### config.mk
export PLATFORM = sky130hd
export DESIGN_NAME = sdpram_bist_ctrl
export DESIGN_NICKNAME = d
export VERILOG_FILES = /design/src/rtl/sdpram_bist_ctrl.sv
export SDC_FILE = /design/constraint.sdc
export NUM_CORES = 1
export LEC_CHECK = 0
export ABC_AREA = 1
export BUFFER_PORTS_ARGS = -buffer_cell sky130_fd_sc_hd__buf_2
export CAP_MARGIN = 20
export CORE_UTILIZATION = 25
export CTS_BUF_LIST = sky130_fd_sc_hd__clkbuf_8 sky130_fd_sc_hd__clkbuf_16
export CTS_CLUSTER_DIAMETER = 30
export DETAILED_ROUTE_END_ITERATION = 8
export GPL_ROUTABILITY_DRIVEN = 0
export PLACE_DENSITY = 0.52
export SYNTH_ARGS = -nofsm -noshare
export SYNTH_HDL_FRONTEND = slang
export SYNTH_SLANG_ARGS = --single-unit
### constraint.sdc
create_clock -name wr_clk -period 4.05 [get_ports wr_clk]
set_input_delay 0.405 -clock wr_clk [delete_from_list [all_inputs] [get_ports wr_clk]]
set_output_delay 0.405 -clock wr_clk [all_outputs]
set_load 0.01 [all_outputs]
### src/rtl/sdpram_bist_ctrl.sv
// March-less BIST controller for a simple dual-port RAM: fills the array with
// a selectable pattern, reads it back and counts mismatches.
module sdpram_bist_ctrl #(
    parameter int ADDR_WIDTH    = 10,
    parameter int DATA_WIDTH    = 32,
    parameter int RD_LATENCY    = 1,
    parameter int ERR_CNT_WIDTH = 3
) (
    input  logic                     wr_clk,
    input  logic                     tb_wr_rst,
    input  logic                     start,
    input  logic [1:0]               mode,
    output logic                     ram_wr_en,
    output logic [ADDR_WIDTH-1:0]    ram_wr_addr,
    output logic [DATA_WIDTH-1:0]    ram_wr_data,
    output logic                     ram_rd_en,
    output logic [ADDR_WIDTH-1:0]    ram_rd_addr,
    input  logic [DATA_WIDTH-1:0]    ram_rd_data,
    output logic                     busy,
    output logic                     done,
    output logic                     pass,
    output logic [ERR_CNT_WIDTH-1:0] err_cnt,
    output logic [ADDR_WIDTH-1:0]    first_err_addr
);

    typedef enum logic [2:0] {
        IDLE,
        WRITE,
        GAP,
        READ,
        DRAIN,
        DONE
    } state_t;

    localparam logic [ADDR_WIDTH:0] DEPTH      = (ADDR_WIDTH+1)'(1) << ADDR_WIDTH;
    localparam logic [ADDR_WIDTH:0] CNT_ONE    = (ADDR_WIDTH+1)'(1);
    localparam logic [1:0]          DRAIN_LAST = 2'(RD_LATENCY - 1);

    state_t                  state_q, state_d;
    logic [ADDR_WIDTH:0]     wr_cnt_q, wr_cnt_d;
    logic [ADDR_WIDTH:0]     rd_cnt_q, rd_cnt_d;
    logic [1:0]              drain_q, drain_d;
    logic [1:0]              mode_q, mode_d;
    logic                    start_acc;

    logic [RD_LATENCY-1:0]                 vld_q;
    logic [RD_LATENCY-1:0][DATA_WIDTH-1:0] exp_q;
    logic [RD_LATENCY-1:0][ADDR_WIDTH-1:0] addr_q;

    logic [ERR_CNT_WIDTH-1:0] err_q;
    logic [ADDR_WIDTH-1:0]    first_q;
    logic                     seen_q;
    logic                     mismatch;

    function automatic logic [DATA_WIDTH-1:0] pattern(input logic [1:0] m,
                                                       input logic [ADDR_WIDTH-1:0] a);
        logic [DATA_WIDTH-1:0] chk;
        logic [DATA_WIDTH-1:0] p;
        // Even addresses get ...1010 (0xA..A), odd addresses ...0101.
        for (int unsigned i = 0; i < DATA_WIDTH; i++) begin
            chk[i] = i[0] ^ a[0];
        end
        case (m)
            2'd0:    p = '1 - DATA_WIDTH'(a);
            2'd1:    p = DATA_WIDTH'(a);
            2'd2:    p = chk;
            default: p = ~chk;
        endcase
        return p;
    endfunction

    always_ff @(posedge wr_clk or posedge tb_wr_rst) begin
        if (tb_wr_rst) begin
            state_q  <= IDLE;
            wr_cnt_q <= '0;
            rd_cnt_q <= '0;
            drain_q  <= '0;
            mode_q   <= '0;
        end else begin
            state_q  <= state_d;
            wr_cnt_q <= wr_cnt_d;
            rd_cnt_q <= rd_cnt_d;
            drain_q  <= drain_d;
            mode_q   <= mode_d;
        end
    end

    always_comb begin
        state_d   = state_q;
        wr_cnt_d  = wr_cnt_q;
        rd_cnt_d  = rd_cnt_q;
        drain_d   = drain_q;
        mode_d    = mode_q;
        start_acc = 1'b0;
        case (state_q)
            IDLE, DONE: begin
                if (start) begin
                    start_acc = 1'b1;
                    mode_d    = mode;
                    wr_cnt_d  = '0;
                    rd_cnt_d  = '0;
                    state_d   = WRITE;
                end
            end
            WRITE: begin
                wr_cnt_d = wr_cnt_q + CNT_ONE;
                if (wr_cnt_d == DEPTH) state_d = GAP;
            end
            GAP: state_d = READ;
            READ: begin
                rd_cnt_d = rd_cnt_q + CNT_ONE;
                if (rd_cnt_d == DEPTH) begin
                    drain_d = '0;
                    state_d = DRAIN;
                end
            end
            DRAIN: begin
                drain_d = drain_q + 2'd1;
                if (drain_q == DRAIN_LAST) state_d = DONE;
            end
            default: state_d = IDLE;
        endcase
    end

    assign ram_wr_en   = (state_q == WRITE);
    assign ram_wr_addr = ram_wr_en ? wr_cnt_q[ADDR_WIDTH-1:0] : '0;
    assign ram_wr_data = ram_wr_en ? pattern(mode_q, wr_cnt_q[ADDR_WIDTH-1:0]) : '0;
    assign ram_rd_en   = (state_q == READ);
    assign ram_rd_addr = ram_rd_en ? rd_cnt_q[ADDR_WIDTH-1:0] : '0;

    assign busy = (state_q == WRITE) || (state_q == GAP) ||
                  (state_q == READ)  || (state_q == DRAIN);
    assign done = (state_q == DONE);
    assign pass = done && (err_q == '0);

    assign err_cnt        = err_q;
    assign first_err_addr = first_q;

    // Expected data and address ride alongside the RAM read pipeline so the
    // compare lines up with whatever read latency the RAM has.
    always_ff @(posedge wr_clk or posedge tb_wr_rst) begin
        if (tb_wr_rst) begin
            vld_q  <= '0;
            exp_q  <= '0;
            addr_q <= '0;
        end else begin
            vld_q[0]  <= ram_rd_en;
            exp_q[0]  <= pattern(mode_q, rd_cnt_q[ADDR_WIDTH-1:0]);
            addr_q[0] <= rd_cnt_q[ADDR_WIDTH-1:0];
            for (int unsigned i = 1; i < RD_LATENCY; i++) begin
                vld_q[i]  <= vld_q[i-1];
                exp_q[i]  <= exp_q[i-1];
                addr_q[i] <= addr_q[i-1];
            end
        end
    end

    assign mismatch = vld_q[RD_LATENCY-1] && (ram_rd_data != exp_q[RD_LATENCY-1]);

    always_ff @(posedge wr_clk or posedge tb_wr_rst) begin
        if (tb_wr_rst) begin
            err_q   <= '0;
            first_q <= '0;
            seen_q  <= 1'b0;
        end else if (start_acc) begin
            err_q   <= '0;
            first_q <= '0;
            seen_q  <= 1'b0;
        end else if (mismatch) begin
            if (err_q != '1) err_q <= err_q + ERR_CNT_WIDTH'(1);
            if (!seen_q) begin
                first_q <= addr_q[RD_LATENCY-1];
                seen_q  <= 1'b1;
            end
        end
    end

endmodule

==> impl_metrics.ini, run 1 <==
[floorplan]
die_x_um = 126.3
die_h_um = 126.3
initial_core_util = 0.2551
core_um2 = 15150
core.rowCount = 45
dieArea_um2 = 15960
ioPinCount = 107

[final_layout]
drive_gt1_frac = 0.2203
nFillCells = 1636
multi_input_area_um2 = 1774
final_common_cell = nand2_1
nets = 660
mostFrequentLayoutCells = 147 x nand2_1, 106 x buf_2, 75 x nor2_1, 66 x dfrtp_1, 57 x inv_1
fin_util = 0.3129
register_area_um2 = 1652
antenna_cells = 0
post-route-cell-area_um2 = 4740
syn_to_final_growth_pct = 22.67

[placement]
postPlaceCellArea_um2 = 4436
numPortBuffers = 106
pre_cts_ws_ns = 1.629
dp_hpwl_mm = 7.789

[power]
power_leakage_uw = 0.002740
swShare = 0.2225
switching_power_uw = 331.8
power_frac_seq = 0.442
clkPwrFrac = 0.527
vdd_drop_max_uv = 258.5
internal-power_uw = 1160
power_density_nw_per_um2 = 314.7
pwr-share-comb = 0.030

[clock_network]
cts.sinks = 66
cts_buffer_depth = 2
clkSlewWorstSetupHoldPaths_ns = 0.06
htree_levels = 3
postCtsSetupBuffers = 0
cts_buffers = 9
root_buffer = clkbuf_16
cts_tree = done
cts_hold_buf = 0
cts_resized = 0
worstSkewPairLatency_ns = 0.33

[sta]
finalCritPeriodShare = 0.6701
fin_skew_ns = 0.006761
layout_setup_ws_ns = 1.336
finalSetupViolCount = 0
rsz0062_at_grt = no
hold_violations = 0
relSlewSlack = 0.4144
tightest_slew_ns = 0.8772
tns_ns = 0
final_max_slew_viol_count = 0
fmaxAchievable_ghz = 0.3685
timing.final.crit_period_ns = 2.714

[grt]
overflow = 0
grt_max_degree = 44
track_usage = 0.1283
antenna_found_initial = 0
grt_pass1_vias = 3084
grt_pass1_wl_mm = 15.97

[drt]
dr.pass1.iters = 4
vias = 3535
wire_per_inst_um = 12.46
drtIter0Drc = 256
drcViolationCount = 0
ant_nets = 0
routed_wl_mm = 10.09
vias_per_cell = 4.364

[setup_path]
critPathKind = reg -> out
crit_top_cell = nor3_1
crit_buf_inv = 2
arrival_ns = 2.31
crit_chain = nor3_1 > buf_4 > o21ai_0 > nor3_1 > buf_2
cp_top_family = simple AND/OR/NAND/NOR gates
cp-start-kind = flop
cp-end-kind = output port
worstPathMaxFanout = 11
max_stage_delay_ns = 0.64
critPathRequiredTime_ns = 3.64
cp_slowest_cell = nor3_1

[status]
status = complete, no violations

[synthesis]
yosysWarnings = 0
syn_nets = 573
syn_avg_cell_area_um2 = 7.290
synthDistinctLibCells = 27
synth-seq-cells = 66
netlist_area_um2 = 3864
synthCells = 530
ys_seq_area_frac = 0.4275

[min_path]
holdCritPathClass = in -> async

[run]
drv_cap = 0
[flip-flops by register name (all words and copies together), names as in the netlist]
register	flops
exp_q	12
mode_q	2
first_err_addr	10
err_cnt	3
addr_q	10
seen_q	1
rd_cnt_q	11
wr_cnt_q	11
drain_q	2
state_q	3
vld_q	1
[cell families (layout without fill, tap and decap cells)]
family / Yosys count / in the layout / synth area share
AND/OR/NAND/NOR: 280 / 280 / 0.3018
buffers and inverters: 93 / 185 / 0.1133
flip-flops: 66 / 66 / 0.4275
AO/OA/AOI/OAI: 65 / 65 / 0.09262
XOR/XNOR: 20 / 20 / 0.04533
adder cells (fa/ha/maj): 6 / 6 / 0.01943
[worst reg2reg max path: stages, from the launching register on]
cell and delay, ns:
dfrtp_1 0.46, nand2_1 0.12, nor2_1 0.05, inv_1 0.07
nand2_1 0.07, nand2_1 0.45, inv_1 0.26, nor2_2 0.45
nand2_1 0.12, nand2_1 0.08
[synthesized netlist by cell type]
| master | instances | area (um2) |
|---|---|---|
| nand3_1 | 30 | 150.1 |
| a41o_1 | 1 | 10.01 |
| nand2_2 | 1 | 6.260 |
| dfrtp_1 | 66 | 1652 |
| inv_1 | 58 | 217.7 |
| clkbuf_1 | 3 | 11.26 |
| buf_4 | 21 | 157.7 |
| inv_2 | 1 | 3.750 |
| xnor2_1 | 4 | 35.03 |
| o21ai_0 | 30 | 150.1 |
| o22ai_1 | 12 | 75.07 |
| nor2_1 | 75 | 281.5 |
| nor2_4 | 1 | 11.26 |
| nand4_1 | 11 | 68.82 |
| nor3_1 | 4 | 20.02 |
| xor2_1 | 16 | 140.1 |
| ha_1 | 6 | 75.07 |
| and3_1 | 2 | 12.51 |
| nand2_1 | 147 | 551.8 |
| buf_2 | 8 | 40.04 |
| clkinv_1 | 2 | 7.510 |
| o21ai_1 | 1 | 5.000 |
| a211oi_1 | 5 | 37.54 |
| nor2_2 | 5 | 31.28 |
| nand3_2 | 2 | 20.02 |
| or2_2 | 2 | 12.51 |
| a21oi_1 | 16 | 80.08 |
[final timing paths]
path	startpoint	end	slack, ns	cells past startpoint
min in group wr_clk	mode[1]	mode_q[1]$_DFFE_PP0P_	0.33	3
worst min-delay path	tb_wr_rst	first_err_addr[0]$_DFFE_PP0P_	0.26	2
worst max-delay path	state_q[2]$_DFFE_PP0P_	ram_wr_data[20]	1.34	5
worst max register to register	state_q[2]$_DFFE_PP0P_	first_err_addr[1]$_DFFE_PP0P_	1.87	9
worst min register to register	addr_q[6]$_DFF_PP0_	first_err_addr[6]$_DFFE_PP0P_	0.43	2
max in group asynchronous	tb_wr_rst	wr_cnt_q[6]$_DFFE_PP0P_	2.92	3
[stage by stage]
step | std cells | hold WS, ns | total power (uW)
global route | 810 | 0.3496 | 1547
global placement | 794 | 0.4224 | 718.7
finish | 810 | 0.2614 | 1491
CTS | 810 | 0.3024 | 1509
detailed placement | 794 | 0.4242 | 718.6
floorplan | 530 | 0.3946 | 691.3
[metal layers]
layer / up-vias / track usage / share of wire
met3: 5 / 0.02784 / 0.049
met2: 77 / 0.1911 / 0.44
met1: 1609 / 0.1867 / 0.50
li1: 1844 / - / -
met5: - / 0 / 0
met4: 0 / 0.03402 / 0.0069
[power groups by stage]
stage | sequential [uW] | clock, uW | combinational, uW
2_1_floorplan | 672 | 0 | 19.8
3_3_place_gp | 671 | 0 | 47.2
3_5_place_dp | 671 | 0 | 47.1
4_1_cts | 659 | 803 | 47.3
5_1_grt | 659 | 835 | 53.3
6_report | 660 | 787 | 45.4
[cell type report]
cell class | count | share of cell area
Multi-Input combinational cell | 371 | 0.3743
Sequential cell | 66 | 0.3485
Timing Repair Buffer | 108 | 0.1151
Tap cell | 188 | 0.04963
Inverter | 61 | 0.04831
Clock buffer | 9 | 0.04752
Clock inverter | 7 | 0.01663
(Power assumes the default switching activity.)
==> run 2: changes to the inputs <==
==> constraint.sdc (replaced) <==
create_clock -name wr_clk -period 2.5 [get_ports wr_clk]
set_input_delay 0.25 -clock wr_clk [delete_from_list [all_inputs] [get_ports wr_clk]]
set_output_delay 0.25 -clock wr_clk [all_outputs]
set_load 0.01 [all_outputs]
==> impl_metrics.ini, run 2 (synthesis results as in run 1) <==
[power]
pwr-share-comb = 0.031
swShare = 0.2095
internal-power_uw = 2003
switching_power_uw = 531.0
clkPwrFrac = 0.548
power_density_nw_per_um2 = 519.1
vdd_drop_max_uv = 314.5
power_frac_seq = 0.422
power_leakage_uw = 0.002806

[grt]
grt_pass1_wl_mm = 16.19
grt_max_degree = 67
gr-usage-met2 = 0.1898
grt.busiest_layer = met2
grt.met3_usage = 0.03121
overflow = 0
grt_pass1_vias = 3128
met1_usage = 0.1867
antenna_found_initial = 0
track_usage = 0.1307

[final_layout]
mostFrequentLayoutCells = 147 x nand2_1, 106 x buf_2, 75 x nor2_1, 66 x dfrtp_1, 57 x inv_1
nFillCells = 1631
fin_cells = 821
regMostFlops = exp_q
final_common_cell = nand2_1
syn_to_final_growth_pct = 26.36
drive_gt1_frac = 0.2354
largest_reg_flops = 12
antenna_cells = 0
register_area_um2 = 1652
reg_top3 = exp_q x12, rd_cnt_q x11, wr_cnt_q x11
multi_input_area_um2 = 1778
nets = 671

[clock_network]
worstSkewPairLatency_ns = 0.34
cts_buffers = 9
htree_levels = 3
cts.sinks = 66
root_buffer = clkbuf_16
postCtsSetupBuffers = 0
clkSlewWorstSetupHoldPaths_ns = 0.05
cts_buffer_depth = 2
cts_tree = done

[floorplan]
die_h_um = 126.3
ioPinCount = 107
dieArea_um2 = 15960
initial_core_util = 0.2551
die_x_um = 126.3
core_um2 = 15150
core.rowCount = 45

[sta]
fin_skew_ns = 0.005058
finalCritPeriodShare = 0.9073
finalSetupViolCount = 0
timing.final.crit_period_ns = 2.268
tns_ns = 0
fmaxAchievable_ghz = 0.4408
final_max_slew_viol_count = 0
rsz0062_at_grt = no
hold_violations = 0
tightest_slew_ns = 0.4494
relSlewSlack = 0.6984

[drt]
drcViolationCount = 0
vias_per_cell = 4.374
drtIter0Drc = 206
dr.pass1.iters = 4
ant_nets = 0
routed_wl_mm = 10.19
vias = 3591
wire_per_inst_um = 12.41

[setup_path]
cp_top_family = compound AO/OA/AOI/OAI gates
critPathRequiredTime_ns = 2.25
critPathKind = reg -> out
r2r_setup_slack_ns = 0.46
arrival_ns = 2.02
r2r-end = first_err_addr[9]$_DFFE_PP0P_
max_stage_delay_ns = 0.46
crit_chain = nor3_1 > buf_12 > o21ai_1 > a21oi_2 > buf_2
crit_buf_inv = 2
cp-start-kind = flop
cp-end-kind = output port
reg2reg_from = exp_q[4]$_DFF_PP0_
worstPathMaxFanout = 11
worst_r2r_path_depth = 10
cp_slowest_cell = dfrtp_1

[min_path]
holdCritPathClass = in -> reg
hold-path-endpoint = mode_q[1]$_DFFE_PP0P_
min_path_cells = 3
min-delay-start = mode[1]

[placement]
numPortBuffers = 106
dp_hpwl_mm = 7.660
dp_cells = 804

[status]
status = complete, no violations

[run]
drv_cap = 0
-- run 2: cell types whose count changed in the layout (fill, tap and decap cells not counted), moves of 2 or more --
cell | previous run | this run
buf_4 | 2 | 10
buf_12 | 0 | 2
clkinv_4 | 4 | 2
clkinvlp_4 | 0 | 2
-- run 2: per-stage QoR --
stage                     cell area [um2]    util  power [uW]  setup slack, ns  hold WS (ns)
final                                4882  0.3223        2534           0.2316        0.1541
after floorplan                      3864       -        1120          0.07688        0.3710
after detailed placement             4536  0.2995        1167           0.3223        0.3560
after global routing                 4882  0.3223        2618          0.04266        0.1697
after CTS                            4875  0.3219        2584          0.02805        0.1456
after global placement               4536  0.2995        1167           0.3525        0.3600
-- run 2: layout make-up --
cell class                      instances  area share
Sequential cell                        66      0.3383
Clock buffer                           10     0.04895
Timing Repair Buffer                  119      0.1343
Tap cell                              188     0.04818
Inverter                               61     0.04767
Clock inverter                          6     0.01845
Multi-Input combinational cell        371      0.3642
-- run 2: how the worst max path moves through the flow --
stage / start / endpoint / slack [ns] / depth (start not counted)
final: state_q[2]$_DFFE_PP0P_ / ram_wr_data[21] / 0.23 / 5
after floorplan: state_q[2]$_DFFE_PP0P_ / ram_wr_data[12] / 0.08 / 6
after detailed placement: state_q[2]$_DFFE_PP0P_ / wr_cnt_q[0]$_DFFE_PP0P_ / 0.32 / 5
after CTS: state_q[2]$_DFFE_PP0P_ / ram_wr_data[21] / 0.03 / 5
after global placement: state_q[2]$_DFFE_PP0P_ / wr_cnt_q[5]$_DFFE_PP0P_ / 0.35 / 5
after global routing: state_q[2]$_DFFE_PP0P_ / ram_wr_data[27] / 0.04 / 5
-- run 2: power by group through the flow --
stage	clock network (uW)	registers (uW)	logic (uW)
after floorplan	0	1090	32.0
after global placement	0	1090	79.1
after detailed placement	0	1090	79.4
after CTS	1430	1070	80.9
after global routing	1460	1070	90.2
final	1390	1070	77.4
-- run 2: worst register-to-register path, cell delays in order, from the launching register on --
cell	delay, ns
dfrtp_1	0.37
or2_2	0.29
nand3_1	0.08
nor2_1	0.04
nand2_1	0.05
nor2_1	0.03
nand2_1	0.12
nand3_1	0.35
nor2_2	0.46
nand2_1	0.11
nand2_1	0.07
-- run 2: metal layers --
metal  part of all wire  routed length [um]
met5                  0                   0
met4              0.016                 164
met3              0.049                 496
met2               0.43                4384
met1               0.50                5142
-- run 2: what timing repair did --
action,4_1_cts,5_1_grt
endpoints found under the hold margin,30,0
setup endpoints to repair,0,21
gates resized for setup,0,2
hold buffers,1,0
